==> src/rtl/int_divider.sv <==
// int_divider
//   Iterative RV32M-style integer divider (DIV, DIVU, REM, REMU). Operands are
//   captured on the accepting edge. The first RUN cycle loads the magnitudes.
//   WIDTH restoring shift-subtract steps follow, one quotient bit per cycle,
//   MSB first. FIX applies sign correction and the divide-by-zero / signed
//   overflow results. DONE presents the result for one cycle.
//
//   A result is reported WIDTH+2 edges after the accepting edge.
//
//   Optional feature (macro INT_DIVIDER_EARLY_OUT_EN): divide-by-zero and
//   signed overflow go straight from accept to FIX. Their done then comes
//   1 edge after the accepting edge. With the macro undefined, every
//   operation takes the full latency.
//
// Ports
//   clk       in   rising-edge clock
//   rst_n     in   asynchronous active-low reset
//   start     in   request a new operation (sampled only when busy=0)
//   op        in   00 DIV, 01 DIVU, 10 REM, 11 REMU
//   dividend  in   numerator, captured with start
//   divisor   in   denominator, captured with start
//   busy      out  operation in flight (RUN or FIX)
//   done      out  one-cycle pulse, result valid
//   result    out  quotient or remainder, held until the next accepted start
module int_divider #(
  parameter int WIDTH = 32
) (
  input  logic             clk,
  input  logic             rst_n,
  input  logic             start,
  input  logic [1:0]       op,
  input  logic [WIDTH-1:0] dividend,
  input  logic [WIDTH-1:0] divisor,
  output logic             busy,
  output logic             done,
  output logic [WIDTH-1:0] result
);

  localparam int               CNT_W   = $clog2(WIDTH + 1);
  localparam logic [WIDTH-1:0] MIN_NEG = {1'b1, {(WIDTH-1){1'b0}}};

  typedef enum logic [1:0] {
    IDLE = 2'd0,
    RUN  = 2'd1,
    FIX  = 2'd2,
    DONE = 2'd3
  } state_t;

  state_t           state_q, state_d;
  logic [CNT_W-1:0] cnt_q, cnt_d;
  logic [1:0]       op_q, op_d;
  logic [WIDTH-1:0] dvd_q, dvd_d;
  logic [WIDTH-1:0] dvs_q, dvs_d;
  logic [WIDTH-1:0] rem_q, rem_d;
  logic [WIDTH-1:0] quo_q, quo_d;
  logic [WIDTH-1:0] result_q, result_d;

  logic             signed_op;
  logic [WIDTH-1:0] dvd_mag;
  logic [WIDTH-1:0] dvs_mag;
  logic [WIDTH:0]   rem_shift;
  logic [WIDTH:0]   trial;
  logic [WIDTH-1:0] fix_val;

  // Two's-complement negate when neg is set.
  function automatic logic [WIDTH-1:0] cond_neg(input logic [WIDTH-1:0] v,
                                                input logic             neg);
    return neg ? (~v + WIDTH'(1)) : v;
  endfunction

  // Cases whose result does not come from the shift-subtract loop.
  function automatic logic is_special(input logic [1:0]       o,
                                      input logic [WIDTH-1:0] a,
                                      input logic [WIDTH-1:0] b);
    return (b == '0) || (!o[0] && (a == MIN_NEG) && (b == '1));
  endfunction

  // op[0]=0 selects the signed flavours (DIV, REM).
  assign signed_op = ~op_q[0];
  assign dvd_mag   = cond_neg(dvd_q, signed_op & dvd_q[WIDTH-1]);
  assign dvs_mag   = cond_neg(dvs_q, signed_op & dvs_q[WIDTH-1]);

  // The WIDTH+1-bit partial remainder is the stored remainder shifted left,
  // with the next dividend bit taken from the top of the quotient register.
  assign rem_shift = {rem_q, quo_q[WIDTH-1]};
  assign trial     = rem_shift - {1'b0, dvs_mag};

  always_comb begin
    fix_val = '0;
    if (dvs_q == '0) begin
      fix_val = op_q[1] ? dvd_q : '1;
    end else if (is_special(op_q, dvd_q, dvs_q)) begin
      fix_val = op_q[1] ? '0 : dvd_q;
    end else if (op_q[1]) begin
      fix_val = cond_neg(rem_q, signed_op & dvd_q[WIDTH-1]);
    end else begin
      fix_val = cond_neg(quo_q, signed_op & (dvd_q[WIDTH-1] ^ dvs_q[WIDTH-1]));
    end
  end

  always_comb begin
    state_d  = state_q;
    cnt_d    = cnt_q;
    op_d     = op_q;
    dvd_d    = dvd_q;
    dvs_d    = dvs_q;
    rem_d    = rem_q;
    quo_d    = quo_q;
    result_d = result_q;

    unique case (state_q)
      IDLE, DONE: begin
        if (start) begin
          op_d  = op;
          dvd_d = dividend;
          dvs_d = divisor;
          rem_d = '0;
          quo_d = '0;
          cnt_d = '0;
`ifdef INT_DIVIDER_EARLY_OUT_EN
          state_d = is_special(op, dividend, divisor) ? FIX : RUN;
`else
          state_d = RUN;
`endif
        end else begin
          state_d = IDLE;
        end
      end

      RUN: begin
        if (cnt_q == '0) begin
          // Load step: quotient register starts out holding |dividend|.
          rem_d = '0;
          quo_d = dvd_mag;
          cnt_d = cnt_q + CNT_W'(1);
        end else begin
          // Restore (keep shifted value) when the trial subtract underflows.
          rem_d = trial[WIDTH] ? rem_shift[WIDTH-1:0] : trial[WIDTH-1:0];
          quo_d = {quo_q[WIDTH-2:0], ~trial[WIDTH]};
          if (cnt_q == CNT_W'(WIDTH)) begin
            state_d = FIX;
          end else begin
            cnt_d = cnt_q + CNT_W'(1);
          end
        end
      end

      FIX: begin
        result_d = fix_val;
        state_d  = DONE;
      end

      default: state_d = IDLE;
    endcase
  end

  always_ff @(posedge clk or negedge rst_n) begin
    if (!rst_n) begin
      state_q  <= IDLE;
      cnt_q    <= '0;
      op_q     <= '0;
      dvd_q    <= '0;
      dvs_q    <= '0;
      rem_q    <= '0;
      quo_q    <= '0;
      result_q <= '0;
    end else begin
      state_q  <= state_d;
      cnt_q    <= cnt_d;
      op_q     <= op_d;
      dvd_q    <= dvd_d;
      dvs_q    <= dvs_d;
      rem_q    <= rem_d;
      quo_q    <= quo_d;
      result_q <= result_d;
    end
  end

  assign busy   = (state_q == RUN) || (state_q == FIX);
  assign done   = (state_q == DONE);
  assign result = result_q;

endmodule

==> config.mk <==
export PLATFORM = sky130hd
export DESIGN_NAME = int_divider
export DESIGN_NICKNAME = d
export VERILOG_FILES = /design/src/rtl/int_divider.sv
export SDC_FILE = /design/constraint.sdc
export NUM_CORES = 1
export LEC_CHECK = 0
export CORE_UTILIZATION = 54
export DETAILED_ROUTE_END_ITERATION = 8
export PLACE_DENSITY = 0.79
export SETUP_SLACK_MARGIN = 0.4
export SKIP_CTS_REPAIR_TIMING = 1
export SYNTH_ARGS = -nofsm -noshare
export SYNTH_HDL_FRONTEND = slang
export SYNTH_SLANG_ARGS = --single-unit
==> constraint.sdc <==
create_clock -name clk -period 4 [get_ports clk]
set_input_delay 0.8 -clock clk [delete_from_list [all_inputs] [get_ports clk]]
set_output_delay 0.8 -clock clk [all_outputs]
set_load 0.005 [all_outputs]
==> flow_summary.toml <==
[layout]
diodes = 0
finalNetCount = 1730
drive_gt1_frac = 0.1925
area_delta_synth_final_pct = 23.54

[drt]
avgViaCountPerCell = 6.378
wl_mm = 38.15
vias = 12220
post_drt_wl_per_cell_um = 19.91
dr.pass1.iters = 7
drcViolationCount = 0
ant_nets = 0
drt_iter0_markers = 1319

[worst_setup_path]
cp-start-kind = "flip-flop"
path_class = "flip-flop to flip-flop"
worstSetupEndpointType = "flip-flop"
crit_fanout = 7
critPathArrivalTime_ns = 4.57
reg2reg_setup_slack_ns = -0.24
worstPathRequired_ns = 4.33

[pwr]
peakVddDrop_mv = 0.9287
sw_frac_of_total = 0.4696
p_seq_frac = 0.239
power.switching_uw = 5929
cellPowerDensity_nw_per_um2 = 821.3
intPower_uw = 6697
cellLeakagePower_uw = 0.006714
p_clk_frac = 0.131
power_frac_comb = 0.631
total_power_uw = 12630

[timing]
fin_crit_sh = 1.061
hold_violations = 0
setup_viol = 33
fin_crit_ns = 4.245
rsz0062_at_grt = "true"
tns_ns = -5.504
fin_ws_ns = -0.2448
skew_ns = 0.01609
relSlewSlack = 0.4002
drv_slew = 0
tightest_slew_ns = 0.8903
fmax_mhz = 235.6

[run]
maxCapViolCount = 0

[logic_synthesis]
yosys_warnings = 0
synth_common_cells = "dfrtp_1 (170), nand2_1 (125), o21ai_0 (111), a21oi_1 (104), nor2_1 (101)"
synth-edff-count = 0
yosys.cell_types.count = 74
synth_top_area_cell = "dfrtp_1"
ys_seq_area_frac = 0.3419
synth_cells = 1448
synth_area_leaders = "dfrtp_1 (34%), mux2_2 (6.8%), xnor2_1 (5.5%)"
synth_top_area_share = 0.3419
synth_seq_cells = 170
synth-async-reset-ratio = 1.000
synth.avg_cell_area_um2 = 8.593
ys.flop_type = "dfrtp_1"
synth_area_um2 = 12440
yosys.cell_count.top_type = "dfrtp_1"
syn_nets = 1560

[global_route]
grt_start_max_net_pins = 92
grt_pass1_vias = 11540
grt_pass1_wl_mm = 60.93
grt_usage = 0.3238
antenna_found_initial = 0
gr-total-overflow = 0

[floorplan]
die_w_um = 153.8
die_h_um = 153.8
die-area_um2 = 23650
ioPinCount = 103
rows = 55
start_util = 0.5496
core_area_um2 = 22640

[cts]
clk_latency_ns = 0.44
clock_path_buffers = 2
h-tree-depth = 4
clock-sinks = 170
cts_root_buffer = "clkbuf_16"
path_clk_slew_ns = 0.08
cts_tree = "done"
cts_buffers = 17

[placed_design]
hpwlAfterDp_mm = 27.73
gp_congestion = 0.9700
portBuffers = 102

[hold_path]
hp-class = "primary input to async pin"

[run_status]
outcome = "finished with violations"
violations = "negative setup slack"
registers in the layout, indices dropped and copies added, names as in the netlist:
signal   count
result      32
quo_q       32
op_q         2
state_q      2
dvd_q       32
rem_q       32
cnt_q        6
dvs_q       32
final cells by class:
cell class / instances / area, um^2
Inverter: 47 / 176.4
Multi-Input combinational cell: 1141 / 7904
Fill cell: 1783 / 7268
Timing Repair Buffer: 241 / 2101
Clock buffer: 17 / 425.4
Sequential cell: 170 / 4255
Tap cell: 285 / 356.6
Clock inverter: 15 / 153.9
metrics by stage:
step	area (um^2)	hold WS [ns]	cells	setup WS, ns	util
floorplan	12560	0.4742	1448	-0.1391	-
global placement	14550	0.4731	1876	-0.1730	0.6427
detailed placement	14550	0.4874	1876	-0.2540	0.6427
CTS	15130	0.4600	1908	-0.3144	0.6683
global route	15370	0.4982	1916	-0.3948	0.6790
finish	15370	0.4219	1916	-0.2448	0.6790
metal layers:
layer	global-route usage	share of wire
met1	0.4542	0.42
met2	0.5074	0.45
met3	0.04961	0.089
met4	0.1157	0.034
met5	0	0
worst max-delay path, stage by stage, from the launching register on:
cell,delay [ns]
dfrtp_1,0.38
or3_4,0.40
or4_4,0.46
nor2_4,0.14
nand2_2,0.08
nor2_4,0.10
and3_4,0.20
a21oi_2,0.05
xnor2_1,0.15
ha_1,0.35
a21o_1,0.20
or3_4,0.40
a31oi_4,0.15
a2bb2oi_2,0.21
o21ai_4,0.14
xor2_4,0.19
buf_6,0.15
buf_4,0.15
o311ai_1,0.24
power by group through the flow:
| stage | Combinational, uW | Clock, uW | Sequential, uW |
|---|---|---|---|
| finish | 7960 | 1650 | 3010 |
| global route | 8610 | 1740 | 3080 |
| CTS | 7680 | 1670 | 2980 |
| detailed placement | 7620 | 0 | 3010 |
| global placement | 7440 | 0 | 2980 |
| floorplan | 4980 | 0 | 2890 |
placed cells by master, fill, tap and decap left out, types with 8 or more instances in the layout:
master and n:
inv_1 46, o21ai_0 99, a21o_1 15, or3_1 20, a32oi_1 11, or4_1 9, nor3_1 31, nand4_1 27
a31oi_1 16, a21oi_2 8, mux2_2 75, o31ai_1 12, clkbuf_16 17, o21a_1 13, xor2_1 69, nor4_1 17
o21ai_1 9, a22oi_1 18, xnor2_1 76, o211ai_1 14, mux2i_1 9, nand3_1 74, clkdlybuf4s50_1 101, o22ai_1 13
nor2_1 96, a21oi_1 96, dfrtp_1 169, ha_1 41, nand2_1 122, buf_4 132, o221ai_1 13, nand2b_1 11
cell families after synthesis:
group,after synthesis,share of synthesized area
AOI/OAI and AO/OA,394,0.1977
xor gates and xnor gates,148,0.1048
adders and majority gates,43,0.04384
buffers and inverters,137,0.04454
DFF,170,0.3419
muxes,86,0.07712
and+or+nand+nor,470,0.1901
final timing paths:
kind	startpoint	endpoint	depth (start not counted)
max	dvs_q[3]	rem_q[9]	18
min	rst_n	dvd_q[5]	1
max reg2reg	dvs_q[3]	rem_q[9]	18
min reg2reg	result[0]	result[0]	1
max in group asynchronous	rst_n	dvs_q[22]	2
min in group clk	result[0]	result[0]	1
Power figures use the tool's default switching activity.
